<file path="src/rtl/buffer_64_to_512.sv">
// Width-up converter: packs 64-bit words into 512-bit words (lane 0 first) and
// queues them in a show-ahead FIFO, with flush of partial words under a lane mask.
module buffer_64_to_512 #(
  parameter int unsigned DEPTH = 4
) (
  input  logic                     clk,
  input  logic                     rst,
  input  logic                     clr,
  input  logic [63:0]              data_in,
  input  logic                     wr_enable,
  input  logic                     flush,
  output logic [511:0]             data_out,
  output logic [7:0]               data_out_mask,
  input  logic                     rd_enable,
  output logic                     full,
  output logic                     full_n,
  output logic                     empty,
  output logic                     partial,
  output logic [$clog2(DEPTH):0]   level
);

  localparam int unsigned AW = $clog2(DEPTH);
  typedef logic [AW:0] cnt_t;
  typedef logic [AW-1:0] ptr_t;

  logic [2:0]   lane_q, lane_d;
  logic [511:0] asm_q, asm_d, word;
  logic [7:0]   mask_q, mask_d, word_mask;
  logic [511:0] mem_data [DEPTH];
  logic [7:0]   mem_mask [DEPTH];
  ptr_t         rd_ptr_q, rd_ptr_d, wr_ptr_q, wr_ptr_d;
  cnt_t         count_q, count_d;
  logic         wr_acc, flush_acc, push, pop;

  assign full    = (count_q == cnt_t'(DEPTH));
  assign full_n  = (count_q >= cnt_t'(DEPTH - 1));
  assign empty   = (count_q == '0);
  assign partial = (lane_q != 3'd0);
  assign level   = count_q;

  // Full blocks every lane, and a same-cycle pop does not lift the block.
  assign wr_acc    = wr_enable && !full;
  assign flush_acc = flush && !full && (partial || wr_acc);
  assign pop       = rd_enable && !empty;

  always_comb begin
    word      = asm_q;
    word_mask = mask_q;
    if (wr_acc) begin
      word[lane_q*64 +: 64] = data_in;
      word_mask[lane_q]     = 1'b1;
    end
    push = (wr_acc && (lane_q == 3'd7)) || flush_acc;

    lane_d = lane_q;
    asm_d  = asm_q;
    mask_d = mask_q;
    if (push) begin
      lane_d = '0;
      asm_d  = '0;
      mask_d = '0;
    end else if (wr_acc) begin
      lane_d = lane_q + 3'd1;
      asm_d  = word;
      mask_d = word_mask;
    end

    wr_ptr_d = push ? wr_ptr_q + ptr_t'(1) : wr_ptr_q;
    rd_ptr_d = pop ? rd_ptr_q + ptr_t'(1) : rd_ptr_q;
    count_d  = count_q;
    unique case ({push, pop})
      2'b10:   count_d = count_q + cnt_t'(1);
      2'b01:   count_d = count_q - cnt_t'(1);
      default: count_d = count_q;
    endcase
  end

  always_ff @(posedge clk) begin
    if (rst || clr) begin
      lane_q   <= '0;
      asm_q    <= '0;
      mask_q   <= '0;
      rd_ptr_q <= '0;
      wr_ptr_q <= '0;
      count_q  <= '0;
    end else begin
      lane_q   <= lane_d;
      asm_q    <= asm_d;
      mask_q   <= mask_d;
      rd_ptr_q <= rd_ptr_d;
      wr_ptr_q <= wr_ptr_d;
      count_q  <= count_d;
    end
  end

  // Storage needs no reset: contents are only visible while count is non-zero.
  always_ff @(posedge clk) begin
    if (push && !rst && !clr) begin
      mem_data[wr_ptr_q] <= word;
      mem_mask[wr_ptr_q] <= word_mask;
    end
  end

  assign data_out      = empty ? '0 : mem_data[rd_ptr_q];
  assign data_out_mask = empty ? '0 : mem_mask[rd_ptr_q];

endmodule
</file>
<file path="config.mk">
export PLATFORM = sky130hd
export DESIGN_NAME = buffer_64_to_512
export DESIGN_NICKNAME = d
export VERILOG_FILES = /design/src/rtl/buffer_64_to_512.sv
export SDC_FILE = /design/constraint.sdc
export NUM_CORES = 2
export LEC_CHECK = 0
export BUFFER_PORTS_ARGS = -buffer_cell sky130_fd_sc_hd__buf_2
export CELL_PAD_IN_SITES_DETAIL_PLACEMENT = 1
export CELL_PAD_IN_SITES_GLOBAL_PLACEMENT = 2
export CORE_UTILIZATION = 40
export DETAILED_ROUTE_END_ITERATION = 10
export PLACE_DENSITY = 0.74
export SLEW_MARGIN = 40
export SYNTH_ARGS = -nofsm -noshare
export SYNTH_HDL_FRONTEND = slang
export SYNTH_SLANG_ARGS = --single-unit
</file>
<file path="constraint.sdc">
create_clock -name clk -period 21 [get_ports clk]
set_input_delay 2.1 -clock clk [delete_from_list [all_inputs] [get_ports clk]]
set_output_delay 2.1 -clock clk [all_outputs]
set_load 0.005 [all_outputs]
</file>
==> run metrics <==
actual slew at the worst max-slew pin 0.841 ns; Worst Path Required 18.90 ns; Core Area 249000 um^2; post-synthesis cell area 100000 um^2; Routed Antenna Nets 0; dpl hpwl 183 mm; leading area contributor after synthesis edfxtp_1; NumNets Final 6971; Worst Hold End asm_q[307]; hold_buf cts 0; Port Buffers 596; Power Density 93.4 nW/um^2; internal reg-to-reg setup slack 15.10 ns; most frequent cell after synthesis edfxtp_1; FF-to-FF Start lane_q[0]; I/O pin count 597; Hold Crit Depth 2; CTS-repair resized insts 0; Fmax achieved 0.131 GHz; Pleak 41.8 nW; fin. max-slew vios 0; buffer depth of the longest clock path 4; VDD IR max 0.0759 mV; RSZ-0062 raised after global routing false; Synth Register Bits 2612; cell types occupying the most area after synthesis edfxtp_1 (62%), mux4_2 (12%), dfxtp_1 (11%); Min-Delay Path Class reg2reg; status finished, final reports clean; reg-to-reg endpoint mem_data[1][31]; Synth Warn # 0; Die W 503 um; FILL cells 24.3k; register area 73100 um^2; EDFF count, synth 2080; GRT overflow 0; final period utilization 36.2%; wire per inst 27.9 um; share of the synthesized area in the top cell type 62.2%; placer's final routability congestion estimate 0.748; Top FF cell, synth edfxtp_1; share of async-settable or async-resettable flops after synthesis 0%; CTS Buf Count 293; largest net degree at the start of global routing 151; max cap viols 0; Initial Util 40.3%; via count 56.1k; hold_sp asm_q[307]; Setup crit start kind register; setup violators final 0; sequential fraction of the synthesis area 72.8%; Clock Skew 0.0529 ns; Detailed Route WL 292 mm; Syn Nets 6365; GRT Util Overall 22.8%; Clock transition at path regs 0.06 ns; fin crit period 7.61 ns; Hold Vio Cnt, Final 0; setup TNS 0 ns; initial drt markers 4350; die height 503 um; R2R depth 12; Crit Path Max Fanout 96; Worst EP arrival 5.51 ns; layout cells sized above 1 24.7%; number of vias per cell 5.38; CTS Sinks 2612; critical path endpoint category primary output; Crit Path Class reg2out; clk_lat worst skew 0.93 ns; router iterations before antenna repair 7; initial antenna violation count 19; vias in the first global route 58.2k; Syn Inst Count 6283; # rows 183; most instantiated cells after synthesis edfxtp_1 (2080), nand2_1 (1138), and2_1 (534); area of the multi-input gates 25600 um^2; syn_area_per_cell 16.0 um^2; first-pass GRT wire length 416 mm; Max-Slew Margin vs Limit 44.0%; area grow syn2layout 16.1%; Synth cell types 46; # Post-CTS Setup Buffers 0; die area 253000 um^2; final core occ 46.8%; H-Tree Depth 5; CTS tree built; Root Buffer Master clkbuf_16; Residual DRC 0
==> worst max path at each step <==
| stage | slack (ns) | depth (start not counted) | end | start |
|---|---|---|---|---|
| 2_1_floorplan | 5.52 | 4 | mem_data[0][0] | rst |
| 3_3_place_gp | 13.83 | 7 | mem_data[0][232] | wr_enable |
| 3_5_place_dp | 14.37 | 7 | data_out[348] | register |
| 4_1_cts | 13.37 | 7 | data_out[348] | register |
| 5_1_grt | 13.19 | 8 | data_out[309] | register |
| 6_report | 13.39 | 8 | data_out[309] | register |
==> critical path, cell delays in order, from the launching register on <==
cell and delay [ns]:
dfxtp_4 0.75, buf_4 0.71, buf_6 0.63, buf_6 0.62, buf_12 0.33, buf_16 0.46, mux4_2 0.40, and2_1 0.24
buf_2 0.15
==> routing by layer <==
| layer | GRT usage [%] | routed length (um) | vias up |
|---|---|---|---|
| met5 | 0 | 63 | - |
| met2 | 39.7 | 149000 | 1566 |
| met1 | 29.3 | 118000 | 29596 |
| li1 | - | - | 24551 |
| met4 | 7.03 | 8700 | 10 |
| met3 | 3.61 | 16000 | 423 |
==> placed cells by master (no fill, tap or decap), drive strengths merged, types with 2 or more instances in the layout <==
master	synthesis	final
mux2i	42	42
clkinvlp	0	9
mux2	32	32
xnor2	3	3
edfxtp	2080	2080
or2	121	121
nand4	4	4
mux4	520	520
buf	139	697
dfxtp	532	532
and2	534	534
nor2	55	55
xor2	3	3
diode	0	12
a21oi	442	442
nor3	2	2
ha	11	11
or3	3	3
and4	4	4
nand2	1138	1138
nor2b	45	45
a41o	2	2
or4	3	3
a31o	3	3
and3	64	64
clkbuf	247	406
a21o	4	4
nand3	186	186
inv	52	55
clkinv	0	73
nor3b	2	2
bufinv	0	16
==> where the power goes <==
group          leakage (nW)  switching, mW  internal (mW)  total [mW]
Sequential             23.8         0.0110           5.56        5.58
Combinational          13.5          0.265          0.133       0.398
Clock                  4.46           2.00           2.91        4.91
Total                  41.8           2.28           8.61        10.9
==> flip-flops by register name, indices dropped and copies added, names as in the netlist, named ones only <==
name and flops:
asm_q 512, lane_q 3, level 3, mask_q 8, mem_data 2048, mem_mask 32
rd_ptr_q 2, wr_ptr_q 2
==> through the flow <==
step           std cells  power, mW  instance area [um^2]  hold WS [ns]  setup slack (ns)
6_report           10443       10.9                117000         0.460             13.39
5_1_grt            10433       11.2                117000         0.480             13.19
4_1_cts            10426       11.0                116000         0.464             13.37
3_5_place_dp        9919       6.09                107000         0.457             14.37
3_3_place_gp        9903       6.09                107000         0.447             13.83
2_1_floorplan       6283       5.88                100000         0.440              5.52
==> kinds of logic after synthesis <==
logic type | count (synthesis) | share of synthesized area, %
buffers and inverters | 438 | 1.79
and+or+nand+nor | 2165 | 10.3
DFF | 2612 | 72.8
xor gates and xnor gates | 6 | 0.0524
adders and majority gates | 12 | 0.157
AOI/OAI and AO/OA | 456 | 2.32
muxes | 594 | 12.5
==> final cells by class <==
cell class	count	share of cell area [%]
multi-input combinational	3233	21.9
clock inverter	101	0.793
inverter	52	0.167
sequential	2612	62.7
tap	3330	3.57
antenna	12	0.0258
timing repair buffer	697	3.74
clock buffer	406	7.03
Note: power is estimated with default switching activity, not from simulation.
